**src/rtl/serial_addsub32.sv**
```systemverilog
// serial_addsub32 -- digit-serial adder/subtractor.
//
// Computes a+b (sub=0) or a-b (sub=1) over WIDTH bits, DIGIT bits per clock,
// so an operation takes N = WIDTH/DIGIT RUN cycles plus one DONE cycle.
// Subtraction is a + ~b + 1, with the +1 entering as the initial carry.
//
// Ports:
//   clk, rst_n      clock, asynchronous active-low reset
//   start, sub      request / operation select (sampled only while busy=0)
//   a, b            operands (sampled with start)
//   busy            high from the cycle after acceptance through the done cycle
//   done            one-cycle pulse; result and flags valid
//   result          sum/difference mod 2^WIDTH (changes only on entry to DONE)
//   cout            carry out of MSB (for sub: 1 = no borrow)
//   overflow        two's-complement signed overflow
//   zero            result == 0 (only when ADDSUB_ZERO_FLAG_EN is defined)
//
// Build option: define ADDSUB_ZERO_FLAG_EN to add the zero output.
module serial_addsub32 #(
    parameter int WIDTH = 32,
    parameter int DIGIT = 4
) (
    input  logic             clk,
    input  logic             rst_n,
    input  logic             start,
    input  logic             sub,
    input  logic [WIDTH-1:0] a,
    input  logic [WIDTH-1:0] b,
    output logic             busy,
    output logic             done,
    output logic [WIDTH-1:0] result,
    output logic             cout,
`ifdef ADDSUB_ZERO_FLAG_EN
    output logic             zero,
`endif
    output logic             overflow
);

    localparam int N  = WIDTH / DIGIT;
    localparam int CW = (N > 1) ? $clog2(N) : 1;
    localparam int SW = WIDTH - DIGIT;   // shadow holds all digits but the last
    localparam logic [CW-1:0] LAST = CW'(N - 1);

    if ((WIDTH % DIGIT) != 0 || N < 2) begin : g_param_check
        $error("serial_addsub32: DIGIT must divide WIDTH with at least two digits");
    end

    typedef enum logic [1:0] {IDLE, RUN, DONE} state_t;

    state_t            state;
    logic [WIDTH-1:0]  areg;     // operands shift right one digit per RUN cycle
    logic [WIDTH-1:0]  breg;
    logic              carry;
    logic [CW-1:0]     cnt;
    logic [SW-1:0]     shadow;   // completed digits, filled from the top down

    logic [DIGIT:0]    dsum;
    logic [WIDTH-1:0]  shadow_nxt;

    // Current digit always sits in the low DIGIT bits of the shifted operands.
    assign dsum = {1'b0, areg[DIGIT-1:0]} + {1'b0, breg[DIGIT-1:0]}
                + {{DIGIT{1'b0}}, carry};
    // After the last digit this is the full result, in place.
    assign shadow_nxt = {dsum[DIGIT-1:0], shadow};

    always_ff @(posedge clk or negedge rst_n) begin
        if (!rst_n) begin
            state    <= IDLE;
            areg     <= '0;
            breg     <= '0;
            carry    <= 1'b0;
            cnt      <= '0;
            shadow   <= '0;
            busy     <= 1'b0;
            done     <= 1'b0;
            result   <= '0;
            cout     <= 1'b0;
            overflow <= 1'b0;
`ifdef ADDSUB_ZERO_FLAG_EN
            zero     <= 1'b0;
`endif
        end else begin
            done <= 1'b0;
            case (state)
                IDLE: begin
                    if (start) begin
                        areg  <= a;
                        breg  <= sub ? ~b : b;
                        carry <= sub;
                        cnt   <= '0;
                        busy  <= 1'b1;
                        state <= RUN;
                    end
                end
                RUN: begin
                    areg   <= areg >> DIGIT;
                    breg   <= breg >> DIGIT;
                    carry  <= dsum[DIGIT];
                    shadow <= shadow_nxt[WIDTH-1:DIGIT];
                    cnt    <= cnt + CW'(1);
                    if (cnt == LAST) begin
                        // Low digit of areg/breg now holds the original MSBs.
                        result   <= shadow_nxt;
                        cout     <= dsum[DIGIT];
                        overflow <= (areg[DIGIT-1] == breg[DIGIT-1]) &&
                                    (dsum[DIGIT-1] != areg[DIGIT-1]);
`ifdef ADDSUB_ZERO_FLAG_EN
                        zero     <= (shadow_nxt == '0);
`endif
                        done     <= 1'b1;
                        state    <= DONE;
                    end
                end
                DONE: begin
                    busy  <= 1'b0;
                    state <= IDLE;
                end
                default: state <= IDLE;
            endcase
        end
    end

endmodule
```
**config.mk**
```make
export PLATFORM = sky130hd
export DESIGN_NAME = serial_addsub32
export DESIGN_NICKNAME = d
export VERILOG_FILES = /design/src/rtl/serial_addsub32.sv
export SDC_FILE = /design/constraint.sdc
export NUM_CORES = 1
export LEC_CHECK = 0
export CAP_MARGIN = 25
export CORE_MARGIN = 2
export CORE_UTILIZATION = 35
export CTS_BUF_LIST = sky130_fd_sc_hd__clkbuf_4 sky130_fd_sc_hd__clkbuf_8 sky130_fd_sc_hd__clkbuf_16
export CTS_CLUSTER_DIAMETER = 100
export DETAILED_ROUTE_END_ITERATION = 12
export PLACE_DENSITY = 0.61
export SLEW_MARGIN = 20
export SYNTH_ARGS = -nofsm -noshare
export SYNTH_HDL_FRONTEND = slang
export SYNTH_SLANG_ARGS = --single-unit
```
**constraint.sdc**
```tcl
create_clock -name clk -period 2.2 [get_ports clk]
set_input_delay 0.44 -clock clk [delete_from_list [all_inputs] [get_ports clk]]
set_output_delay 0.44 -clock clk [all_outputs]
set_load 0.1 [all_outputs]
```
==> run_results.csv <==
group,metric,value,unit
clock_tree,cts_tree,"yes",
die,die-height,139.5,um
sta,rsz0062_at_grt,"no",
logic_synthesis,synth-simple-area-share,0.1313,
clock_tree,ctsResizeCount,0,
sta,worst_slack,405.5,ps
sta,slew_viol_final,0,
clock_tree,clk_transition_reported_paths,60,ps
routing,via_count,4962,
min_path,min_to,"shadow[1]",
logic_synthesis,synth_top_family_by_area,"compound AO/OA/AOI/OAI gates",
placement,place_congestion,0.7621,
worst_setup_path,r2r-end,"result[31]",
placement,post-place-cells,932,
global_route,top_usage_layer,"met2",
min_path,worstHoldPathCells,2,
cells_and_area,drive_gt1_frac,0.1685,
sta,setup_viol,0,
logic_synthesis,synth_cells,632,
logic_synthesis,async_flop_share,1.000,
global_route,grt_start_max_net_pins,51,
min_path,hold_class,"register to register",
min_path,min-delay-start,"shadow[1]",
routing,viasPerCell,5.142,
worst_setup_path,critPathKind,"register to register",
sta,fin_crit_sh,0.8157,
sta,period_needed,1795,ps
worst_setup_path,r2r_setup_slack,410,ps
sta,tightest_slew,495.6,ps
worst_setup_path,end_kind,"register",
logic_synthesis,synth_fa_ha_area_frac,0.01598,
logic_synthesis,synth_flop_cell,"dfrtp_1",
global_route,use_met1,0.2284,
pwr,combPwrFrac,0.422,
pwr,power_density,1515,nW/um^2
logic_synthesis,synth_area_per_cell,10.16,um^2
pwr,ir_drop,1478,uV
cells_and_area,final_cells,965,
placement,portBuffers,103,
global_route,use_met2,0.2438,
pwr,switchingPower,5.469,mW
routing,wl_per_cell,15.77,um
cells_and_area,fill_cells,1663,
worst_setup_path,regToRegStartpoint,"cnt[0]",
die,die_w,139.5,um
logic_synthesis,synth_edf_count,0,
logic_synthesis,ys_ff_latch,134,
logic_synthesis,yosys_warnings,0,
pwr,power.internal,6.924,mW
global_route,grt_pass1_vias,4989,
logic_synthesis,synth_nets,707,
routing,wl,15220,um
pwr,swShare,0.4413,
logic_synthesis,yosys-mux-area-fraction,0.05085,
placement,hpwlAfterDp,10110,um
placement,dp_slack,412.8,ps
sta,fmax,557.3,MHz
die,ios,104,
cells_and_area,diodes,0,
logic_synthesis,ys_types,38,
worst_setup_path,reg2reg_depth,6,
routing,ant_nets,0,
cells_and_area,syn2layout_area_growth,27.35,%
die,rows,49,
die,dieArea,19450,um^2
die,initial_core_util,0.3575,
worst_setup_path,worstSetupStartpointType,"register",
worst_setup_path,required,2500,ps
die,core,17960,um^2
sta,timing.slew.headroom,0.6696,
clock_tree,cts_hold_buf,1,
pwr,power.share.sequential,0.342,
global_route,grt_pass1_wl,25270,um
pwr,leakage,3.721,nW
pwr,clockPowerShare,0.235,
global_route,grt_usage,0.1607,
worst_setup_path,cp_max_fo,23,
sta,hold_viol_final,0,
clock_tree,cts-root-buf,"clkbuf_16",
clock_tree,cts.sinks,134,
global_route,gr-total-overflow,0,
logic_synthesis,synth-xor-area-share,0.04500,
routing,drc,0,
global_route,antenna_found_initial,0,
outcome,status,"complete, no violations",
logic_synthesis,synth_compound_area_frac,0.1864,
global_route,use_met3,0.04474,
clock_tree,clk_latency,420,ps
routing,drt-initial-drc-count,362,
clock_tree,clk_path_buf_depth,2,
clock_tree,cts_htree_levels,4,
sta,setup_tns,0,ps
logic_synthesis,syn_area,6422,um^2
sta,finClkSkew,5.860,ps
clock_tree,numCtsBuffers,17,
worst_setup_path,cp_data_arrival_time,2090,ps
logic_synthesis,ys_seq_area_frac,0.5221,
cells_and_area,nNetsFinal,798,
run,max_cap_violations,0,
routing,drtPass1Iterations,4,
clock_tree,cts_setup_buffers,0,
worst max path at each step:
stage / from / endpoint / cells past startpoint
after floorplan: areg[0] / result[29] / 5
after global placement: cnt[0] / result[31] / 6
after detailed placement: cnt[0] / result[31] / 6
after CTS: cnt[0] / result[31] / 6
after global routing: cnt[0] / result[31] / 6
final: cnt[0] / result[31] / 6
cells in the mapped netlist, types with 2 or more instances:
| cell type | count | area, um^2 |
|---|---|---|
| clkbuf_1 | 19 | 71.32 |
| mux2_2 | 29 | 326.6 |
| buf_1 | 2 | 7.510 |
| o21ai_1 | 4 | 20.02 |
| ha_1 | 5 | 62.56 |
| dfrtp_1 | 134 | 3353 |
| o21ai_0 | 67 | 335.3 |
| nor2b_1 | 59 | 369.1 |
| xor2_1 | 32 | 280.3 |
| nand3b_1 | 2 | 15.01 |
| buf_2 | 17 | 85.08 |
| a22o_1 | 2 | 17.52 |
| a21oi_1 | 67 | 335.3 |
| inv_1 | 7 | 26.28 |
| and2b_1 | 6 | 45.04 |
| buf_4 | 4 | 30.03 |
| a22oi_1 | 55 | 412.9 |
| fa_1 | 2 | 40.04 |
| buf_6 | 8 | 90.09 |
| nand2_1 | 93 | 349.1 |
cell type report:
type,count,area [um^2],share of cell area
clock buffer,18,439.2,0.05369
clock inverter,14,176.4,0.02157
inverter,7,26.28,0.003212
multi-input combinational,441,2768,0.3384
sequential,134,3356,0.4103
tap,229,286.5,0.03503
timing repair buffer,122,1127,0.1378
flip-flops by register name, summed over array words and instances (netlist names):
name / flops
areg: 32
breg: 32
result: 32
shadow: 28
cnt: 3
state: 2
busy: 1
carry: 1
cout: 1
done: 1
overflow: 1
layout by cell type, fill, tap and decap left out, drive strengths merged, types with 3 or more instances in the layout:
cell and n:
inv 9, nor2b 59, clkinv 7, nand3b 3
clkbuf 18, bufinv 3, o21ai 71, mux2 29
clkdlybuf4s50 64, dfrtp 134, nand2 93, xor2 32
buf 57, a22oi 55, and2b 6, a21oi 67
ha 5
metrics by stage:
| stage | util | hold WS [ps] | instance area [um^2] | power, mW |
|---|---|---|---|---|
| final | 0.4553 | 480.9 | 8179 | 12.39 |
| after global routing | 0.4553 | 510.5 | 8179 | 13.13 |
| after CTS | 0.4553 | 484.5 | 8179 | 12.51 |
| after detailed placement | 0.4205 | 417.0 | 7553 | 9.537 |
| after global placement | 0.4205 | 419.0 | 7553 | 9.401 |
| after floorplan | - | 144.4 | 6422 | 8.233 |
worst max-delay path, cell delays in order, from the launching register on:
cell and delay (ps):
dfrtp_1 390, ha_1 200, ha_1 220, nand3b_4 280
inv_1 140, and4_1 190, a221o_1 250
metal layers:
layer  vias up  share of wire
met3        20          0.053
li1       2372              -
met4         0          0.013
met1      2440           0.47
met2       130           0.46
met5         -              0
power by group through the flow:
stage / clock [mW] / sequential, mW / combinational [mW]
after floorplan: 0 / 5.96 / 2.28
after global placement: 0 / 4.24 / 5.16
after detailed placement: 0 / 4.29 / 5.25
after CTS: 2.98 / 4.25 / 5.28
after global routing: 3.08 / 4.39 / 5.65
final: 2.92 / 4.24 / 5.24
kinds of logic after synthesis:
family          count (synthesis)
buf+inv                        57
flops                         134
simple gates                  168
compound gates                204
fa+ha+maj                       7
mux                            29
xor+xnor                       33
Note: power is estimated with default switching activity, not from simulation.
